[src/rtl/audio_rec_pkg.sv]
// Shared types and defaults for the audio recorder SRAM sequencer.
// State codes are visible on o_state and drive the front-panel LEDs.
package audio_rec_pkg;

    localparam int DEF_ADDR_W = 20;
    localparam int DEF_DATA_W = 16;
    localparam int SRAM_DEPTH = 2 ** DEF_ADDR_W;

    typedef enum logic [2:0] {
        ST_IDLE       = 3'd0,
        ST_REC        = 3'd1,
        ST_REC_WR     = 3'd2,
        ST_REC_PAUSE  = 3'd3,
        ST_PLAY_RD    = 3'd4,
        ST_PLAY_OUT   = 3'd5,
        ST_PLAY_PAUSE = 3'd6
    } state_t;

    typedef enum logic [2:0] {
        CMD_NONE  = 3'd0,
        CMD_STOP  = 3'd1,
        CMD_PAUSE = 3'd2,
        CMD_REC   = 3'd3,
        CMD_PLAY  = 3'd4
    } cmd_t;

endpackage

[src/rtl/rec_cmd_prio.sv]
// Resolves the four key pulses into at most one command that is meaningful
// in the current state: starts only from IDLE, stop/pause only outside IDLE.
module rec_cmd_prio
    import audio_rec_pkg::*;
(
    input  state_t state,
    input  logic   rec_start,
    input  logic   play_start,
    input  logic   pause,
    input  logic   stop,
    output cmd_t   cmd
);

    always_comb begin
        cmd = CMD_NONE;
        if (state == ST_IDLE) begin
            if (rec_start)
                cmd = CMD_REC;
            else if (play_start)
                cmd = CMD_PLAY;
        end else begin
            if (stop)
                cmd = CMD_STOP;
            else if (pause)
                cmd = CMD_PAUSE;
        end
    end

endmodule

[src/rtl/audio_rec_ctrl.sv]
// Record/playback sequencer owning the single-port sample SRAM; all SRAM pins,
// stream flags and the display address come straight from registers.
module audio_rec_ctrl
    import audio_rec_pkg::*;
#(
    parameter int ADDR_W = DEF_ADDR_W,
    parameter int DATA_W = DEF_DATA_W
) (
    input  logic              i_clk,
    input  logic              i_rst_n,
    input  logic              i_rec_start,
    input  logic              i_play_start,
    input  logic              i_pause,
    input  logic              i_stop,
    input  logic              i_rec_valid,
    input  logic [DATA_W-1:0] i_rec_data,
    output logic              o_rec_ready,
    output logic              o_play_valid,
    output logic [DATA_W-1:0] o_play_data,
    input  logic              i_play_ready,
    output logic [ADDR_W-1:0] o_sram_addr,
    output logic              o_sram_we_n,
    output logic              o_sram_oe_n,
    output logic [DATA_W-1:0] o_sram_wdata,
    input  logic [DATA_W-1:0] i_sram_rdata,
    output logic [ADDR_W-1:0] o_addr,
    output logic [ADDR_W:0]   o_rec_len,
    output logic [2:0]        o_state
);

    state_t            state;
    cmd_t              cmd;
    logic [ADDR_W-1:0] addr;
    logic [ADDR_W:0]   rec_len;
    logic              pause_pend;

    // Both streams use valid/ready: a word moves on a cycle where valid and
    // ready are both high at the clock edge; the source holds data and valid
    // stable until then.
    logic rec_hs;
    logic play_hs;
    logic addr_full;
    logic last_word;

    assign rec_hs    = i_rec_valid && o_rec_ready;
    assign play_hs   = o_play_valid && i_play_ready;
    assign addr_full = &addr;
    assign last_word = ({1'b0, addr} == rec_len - (ADDR_W+1)'(1));

    rec_cmd_prio u_cmd (
        .state      (state),
        .rec_start  (i_rec_start),
        .play_start (i_play_start),
        .pause      (i_pause),
        .stop       (i_stop),
        .cmd        (cmd)
    );

    always_ff @(posedge i_clk) begin
        if (!i_rst_n) begin
            state        <= ST_IDLE;
            addr         <= '0;
            rec_len      <= '0;
            pause_pend   <= 1'b0;
            o_rec_ready  <= 1'b0;
            o_play_valid <= 1'b0;
            o_play_data  <= '0;
            o_sram_we_n  <= 1'b1;
            o_sram_oe_n  <= 1'b1;
            o_sram_wdata <= '0;
        end else begin
            case (state)
                ST_IDLE: begin
                    if (cmd == CMD_REC) begin
                        state       <= ST_REC;
                        addr        <= '0;
                        rec_len     <= '0;
                        o_rec_ready <= 1'b1;
                    end else if (cmd == CMD_PLAY && rec_len != '0) begin
                        state       <= ST_PLAY_RD;
                        addr        <= '0;
                        o_sram_oe_n <= 1'b0;
                    end
                end
                // A command in the same cycle as a handshake wins; that sample is dropped.
                ST_REC: begin
                    if (cmd == CMD_STOP) begin
                        state       <= ST_IDLE;
                        addr        <= '0;
                        o_rec_ready <= 1'b0;
                    end else if (cmd == CMD_PAUSE) begin
                        state       <= ST_REC_PAUSE;
                        o_rec_ready <= 1'b0;
                    end else if (rec_hs) begin
                        state        <= ST_REC_WR;
                        o_rec_ready  <= 1'b0;
                        o_sram_we_n  <= 1'b0;
                        o_sram_wdata <= i_rec_data;
                    end
                end
                ST_REC_WR: begin
                    o_sram_we_n <= 1'b1;
                    rec_len     <= {1'b0, addr} + (ADDR_W+1)'(1);
                    pause_pend  <= 1'b0;
                    if (addr_full || cmd == CMD_STOP) begin
                        state <= ST_IDLE;
                        addr  <= '0;
                    end else begin
                        addr <= addr + ADDR_W'(1);
                        if (cmd == CMD_PAUSE || pause_pend) begin
                            state <= ST_REC_PAUSE;
                        end else begin
                            state       <= ST_REC;
                            o_rec_ready <= 1'b1;
                        end
                    end
                end
                ST_REC_PAUSE: begin
                    if (cmd == CMD_STOP) begin
                        state <= ST_IDLE;
                        addr  <= '0;
                    end else if (cmd == CMD_PAUSE) begin
                        state       <= ST_REC;
                        o_rec_ready <= 1'b1;
                    end
                end
                ST_PLAY_RD: begin
                    o_sram_oe_n <= 1'b1;
                    if (cmd == CMD_STOP) begin
                        state <= ST_IDLE;
                        addr  <= '0;
                    end else if (cmd == CMD_PAUSE) begin
                        state <= ST_PLAY_PAUSE;
                    end else begin
                        state        <= ST_PLAY_OUT;
                        o_play_data  <= i_sram_rdata;
                        o_play_valid <= 1'b1;
                    end
                end
                // Pause here waits for the handshake so the held word is not lost.
                ST_PLAY_OUT: begin
                    if (cmd == CMD_STOP) begin
                        state        <= ST_IDLE;
                        addr         <= '0;
                        o_play_valid <= 1'b0;
                        pause_pend   <= 1'b0;
                    end else if (play_hs) begin
                        o_play_valid <= 1'b0;
                        pause_pend   <= 1'b0;
                        if (last_word) begin
                            state <= ST_IDLE;
                            addr  <= '0;
                        end else begin
                            addr <= addr + ADDR_W'(1);
                            if (cmd == CMD_PAUSE || pause_pend) begin
                                state <= ST_PLAY_PAUSE;
                            end else begin
                                state       <= ST_PLAY_RD;
                                o_sram_oe_n <= 1'b0;
                            end
                        end
                    end else if (cmd == CMD_PAUSE) begin
                        pause_pend <= 1'b1;
                    end
                end
                ST_PLAY_PAUSE: begin
                    if (cmd == CMD_STOP) begin
                        state <= ST_IDLE;
                        addr  <= '0;
                    end else if (cmd == CMD_PAUSE) begin
                        state       <= ST_PLAY_RD;
                        o_sram_oe_n <= 1'b0;
                    end
                end
                default: begin
                    state        <= ST_IDLE;
                    addr         <= '0;
                    pause_pend   <= 1'b0;
                    o_rec_ready  <= 1'b0;
                    o_play_valid <= 1'b0;
                    o_sram_we_n  <= 1'b1;
                    o_sram_oe_n  <= 1'b1;
                end
            endcase
        end
    end

    assign o_sram_addr = addr;
    assign o_addr      = addr;
    assign o_rec_len   = rec_len;
    assign o_state     = state;

endmodule

[config.mk]
export PLATFORM = sky130hd
export DESIGN_NAME = audio_rec_ctrl
export DESIGN_NICKNAME = d
export VERILOG_FILES = /design/src/rtl/audio_rec_pkg.sv /design/src/rtl/rec_cmd_prio.sv /design/src/rtl/audio_rec_ctrl.sv
export SDC_FILE = /design/constraint.sdc
export NUM_CORES = 1
export LEC_CHECK = 0
export ABC_CLOCK_PERIOD_IN_PS = 3000
export BUFFER_PORTS_ARGS = -buffer_cell sky130_fd_sc_hd__clkbuf_2
export CAP_MARGIN = 10
export CORE_MARGIN = 2
export CORE_UTILIZATION = 29
export CTS_BUF_LIST = sky130_fd_sc_hd__clkbuf_4
export DETAILED_ROUTE_END_ITERATION = 10
export PLACE_DENSITY = 0.6
export SYNTH_ARGS = -nofsm -noshare
export SYNTH_HDL_FRONTEND = slang
export SYNTH_SLANG_ARGS = --single-unit
export TNS_END_PERCENT = 1
[constraint.sdc]
create_clock -name i_clk -period 3 [get_ports i_clk]
set_clock_uncertainty 0.1 [all_clocks]
set_input_delay 0 -clock i_clk [delete_from_list [all_inputs] [get_ports i_clk]]
set_output_delay 0 -clock i_clk [all_outputs]
set_load 0.02 [all_outputs]
### Word-level counts from Yosys, hierarchy flattened

Cells that the tools add are included.

* register bits after elaboration: 81

* $add $sub $neg: 3
* eq/ne operators: 36
* muxes and demuxes: 62
* bitwise operators: 7
* reductions and logical operators: 25

Operator list (count)
* two-way mux 20 bit: 7
* one-hot mux 20 bit (4 select lines): 1
* two-way mux 3 bit: 17
* one-hot mux 21 bit (2 select lines): 1
* inequality test 2 bit (second input constant): 18
* two-way mux 1 bit: 24
* adder 20 x 1 -> 21 bit (second input constant): 1
* == test 20 x 21 -> 1 bit: 1
* two-way mux 21 bit: 1
* one-hot mux 3 bit (7 select lines): 1
* nonzero test 21 bit: 1
* subtractor 21 x 1 -> 21 bit (second input constant): 1
* adder 20 x 1 -> 20 bit (second input constant): 1
* AND reduction 20 bit: 1
* OR reduction 5 bit: 3
* == test 3 x 2 -> 1 bit (second input constant): 4
* == test 3 bit (second input constant): 4
* inequality test 3 bit (second input constant): 4
* AND reduction 4 bit: 3
* two-way mux 2 bit: 5
* AND reduction 9 bit: 1
* inequality test 4 bit (second input constant): 2
* NOT 1 bit: 7
* AND reduction 7 bit: 1
* 15 further kinds: 23

### Longest topological paths before layout

* word-level depth: 10
* depth in mapped cells: 12

### By module

A second synthesis with hierarchy kept.

* cell total of the unflattened synthesis: 596
* area, all modules: 4922.2 µm²

By module, submodules not included
* audio_rec_ctrl: instances 1, cells each 591, area each 4873.4 µm², seq. area each 1621.6 µm²
* rec_cmd_prio: instances 1, cells each 5, area each 48.8 µm², seq. area each 0.0 µm²

### Least setup slack after synthesis

OpenSTA, ideal clock, no wires.

* path kind: register to register
* from: reg rec_len[0], in the netlist o_rec_len[0]
* to: reg addr[17], in the netlist o_addr[17]
* setup time: 117 ps
* arrival: 2960 ps
* required time: 2783 ps
* path slack: -178 ps
* cell stages (with the launch flop): 12
* buffers on the path: 1
* cells stage by stage: dfxtp_1 -> inv_1 -> ha_1 -> or4b_2 -> nor4_2 -> nand2_1 -> mux2_2 -> nand3b_1 -> a2111oi_4 -> o32ai_4 -> buf_6 -> a32o_1

* word-level cells in the longest chain between the ends: 6
* elaborated cells on any way between the ends: 10
* classes of those cells: 1 x add/sub; 2 x eq/ne; 4 x mux; 3 x reduce/logical

RTL lines
* start: declaration: RTL line audio_rec_ctrl.sv:34 `logic [ADDR_W:0] rec_len;`
* start signal: assignment: RTL line audio_rec_ctrl.sv:103 `rec_len <= {1'b0, addr} + (ADDR_W+1)'(1);`
* subtractor 21 x 1 -> 21 bit: RTL line audio_rec_ctrl.sv:48 `assign last_word = ({1'b0, addr} == rec_len - (ADDR_W+1)'(1));`
* == test 20 x 21 -> 1 bit: RTL line audio_rec_ctrl.sv:48
* two-way mux 20 bit: RTL line audio_rec_ctrl.sv:150 `if (last_word) begin`
* two-way mux 20 bit: RTL line audio_rec_ctrl.sv:147 `end else if (play_hs) begin`
* two-way mux 20 bit: RTL line audio_rec_ctrl.sv:142 `if (cmd == CMD_STOP) begin`
* one-hot mux 20 bit (4 select lines): RTL line audio_rec_ctrl.sv:72 `case (state)`
* end signal: assignment: RTL line audio_rec_ctrl.sv:109 `addr <= addr + ADDR_W'(1);`
* end signal: assignment: RTL line audio_rec_ctrl.sv:154 `addr <= addr + ADDR_W'(1);`
* end: declaration: RTL line audio_rec_ctrl.sv:33 `logic [ADDR_W-1:0] addr;`

Parallel ways exist; a longest one is shown, timed or not. The select of a mux whose other input is x is not followed.
A chain may end at the register's enable or synchronous reset.

### Final worst setup path

* from: reg rec_len[0], in the netlist o_rec_len[0]
* to: reg addr[18], in the netlist o_addr[18]

Same word-level chain as after synthesis.

==> impl_metrics.toml <==
[timing]
rsz0062_at_grt = "yes"
finalCriticalPeriod_ns = 3.07
slew_viol_final = 0
hold_viol = 0
finalSetupTns_ns = -0.546
fmax_ghz = 0.325
finalCritPeriodShare = 1.02
tightest_slew_ns = 0.904
relSlewSlack = 0.397
fin_ws_ns = -0.0728
finalSetupViolCount = 14
hold_ws_ns = 0.0617

[route]
dr.first_iter.drc_count = 310
first_pass_iters = 7
viasPerCell = 4.99
route.vias.total = 4974
drt_wl_total_um = 14900
routedWlPerCell_um = 15.0
drc = 0
ant_nets = 0

[die]
start_util = 0.298
num_rows = 45
design.die.area_mm2 = 0.0167
ioPinCount = 140
dieHeight_um = 129
core_mm2 = 0.0153
die_x_um = 129

[run_status]
violations = "setup timing"
status = "finished with violations"

[clock_network]
clock-sinks = 81
path_clk_slew_ns = 0.13
ctsRootBufferMaster = "clkbuf_4"
cts_max_level = 3
clock_path_buffers = 2
cts_tree = "done"
clock_latency_ns = 0.42
cts_buffers = 9

[synth]
synth_top_family_by_area = "simple AND/OR/NAND/NOR gates"
synthAdderAreaFrac = 0.0110
synth_xor_area_frac = 0.0694
ys_async_sr_fraction = 0
synth_seq_cells = 81
synth_edf_count = 0
synth_nets = 638
synthTopCellsByArea = "dfxtp_1 36%, nand2_1 8.0%, a21oi_1 6.7%, nor2_1 4.6%, xor2_1 3.7%"
ys_seq_area_frac = 0.357
syn-cell-area_mm2 = 0.00454
synth_ff_type = "dfxtp_1"
synth_cell_types = 61
yosys.area.top_type = "dfxtp_1"
yosysWarnings = 0
ys_top_cells_by_count = "97 x nand2_1, 81 x dfxtp_1, 61 x a21oi_1, 56 x nor2_1, 35 x clkbuf_1"
synth_top_area_share = 0.357
muxShareOfSynthArea = 0.00468
synth_compound_area_frac = 0.215
synth_most_common_cell = "nand2_1"
synth.avg_cell_area_um2 = 7.65
synth-simple-area-share = 0.260
syn_inst = 594

[power]
peakVddDrop_uv = 242
p_total_mw = 2.35
p_leak_nw = 2.73
power_density_mw_per_mm2 = 373

[setup_path]
slowest_stage = "or4b_4"
crit_fanout = 4
startpoint_type = "flop"
regToRegSetupSlack_ns = -0.07
cpPeakStageDelay_ns = 0.47
required_ns = 3.23
arrival_ns = 3.30
cp_cell_sequence = "inv_1, ha_4, or4b_4, nor4_4, nand2_2, mux2_4, nand3b_1, a2111oi_4, o32ai_4, buf_4, a32o_1"
critPathKind = "flop to flop"
endpoint_kind = "flop"

[grt]
track_usage = 0.181
grt_pass1_vias = 4585
grt_start_max_net_pins = 43
antenna_found_initial = 0
grt_first_pass_wirelength_um = 24100
overflow = 0

[layout]
antenna_cells = 0
design_area_mm2 = 0.00630
area_delta_synth_final_pct = 38.7
fillers = 1569
drive_above_1_share = 0.321
final_nets = 825

[placed_design]
dpl_cell_area_mm2 = 0.00571
gp_congestion = 0.842
hpwl_um = 11000
portBuffers = 139
preCtsSetupSlack_ns = -0.0799

[flow_run]
max_cap_viol_count = 0

[min_path]
hold_class = "input pin to flop"
-- per-stage QoR --
stage               instances   util
floorplan                 594      -
global placement          940  0.374
detailed placement        940  0.374
CTS                       996  0.410
global route              997  0.413
finish                    997  0.413
-- state kept, by name, indices dropped and copies added (netlist names) --
name,flops
o_sram_oe_n,1
o_play_data,16
o_sram_wdata,16
pause_pend,1
o_rec_len,21
o_state,3
o_play_valid,1
o_sram_we_n,1
o_rec_ready,1
o_addr,20
-- critical path, delay by kind of cell (launching register included) --
kind / cells / cell delay (ns)
AND/OR/NAND/NOR: 4 / 1.03
buffers and inverters: 2 / 0.27
adder cells (fa/ha/maj): 1 / 0.14
AO/OA/AOI/OAI: 3 / 0.91
flip-flops: 1 / 0.34
multiplexers: 1 / 0.21
-- routing by layer --
metal  vias to the layer above  track usage  routed length (um)
met4                         0       0.0543                 153
met5                         -            0                   0
met1                      2311        0.252                7140
li1                       2469            -                   -
met3                        12       0.0318                 895
met2                       182        0.287                6750
-- layout make-up --
| cell class | count | area (um2) | share of cell area |
|---|---|---|---|
| multi-input cells | 438 | 2700 | 0.428 |
| flip-flops and latches | 81 | 1630 | 0.258 |
| repair buffers | 235 | 1540 | 0.244 |
| well taps | 211 | 264 | 0.0419 |
| clock buffers | 13 | 97.6 | 0.0155 |
| inverters | 16 | 60.1 | 0.00953 |
| clock inverters | 3 | 17.5 | 0.00278 |
-- path summary, 6_finish.rpt --
| check | from | to | depth (start not counted) |
|---|---|---|---|
| worst max-delay path | o_rec_len[0] | o_addr[18] | 11 |
| worst min-delay path | i_play_ready | pause_pend | 5 |
| worst max register to register | o_rec_len[0] | o_addr[18] | 11 |
| worst min register to register | o_sram_wdata[10] | o_sram_wdata[10] | 2 |
-- cells by family (layout without fill, tap and decap cells) --
| family | count (synthesis) | count (layout) |
|---|---|---|
| buffers and inverters | 75 | 267 |
| muxes | 2 | 2 |
| adders and majority gates | 4 | 4 |
| DFF | 81 | 81 |
| xor gates and xnor gates | 36 | 36 |
| and+or+nand+nor | 250 | 250 |
| AOI/OAI and AO/OA | 146 | 146 |
-- repair_timing --
action | in CTS | in global routing
endpoints found under the hold margin | 57 | 0
resized for setup | 11 | 12
endpoints found under the setup margin | 18 | 23
pin swaps | 15 | 11
hold buffers | 38 | 0
buffers inserted | 2 | 1
-- placed cells by master, fill, tap and decap left out, drive strengths merged, types with 2 or more instances in the layout --
| cell type | instances |
|---|---|
| ha | 4 |
| nand3b | 4 |
| xnor2 | 17 |
| o211ai | 2 |
| buf | 58 |
| o22ai | 11 |
| a31oi | 4 |
| nand2 | 98 |
| nor2 | 56 |
| o41ai | 2 |
| dfxtp | 81 |
| a211oi | 8 |
| and3 | 11 |
| nand2b | 7 |
| nor4 | 13 |
| xor2 | 19 |
| nand4b | 3 |
| o21ai | 16 |
| nor3 | 12 |
| nand3 | 14 |
| a21oi | 61 |
| and2 | 2 |
| o221a | 2 |
| a32o | 7 |
| clkbuf | 152 |
| or2 | 4 |
| inv | 16 |
| a22oi | 19 |
| or4 | 4 |
| nand4 | 9 |
| nor2b | 4 |
| dlygate4sd3 | 38 |
| clkinv | 2 |
| or3 | 5 |
| or4b | 2 |
-- power breakdown --
group          internal (mW)  switching (mW)
sequential              1.10          0.0259
combinational          0.257           0.390
clock                  0.206           0.371
Note: power is estimated with default switching activity, not from simulation.
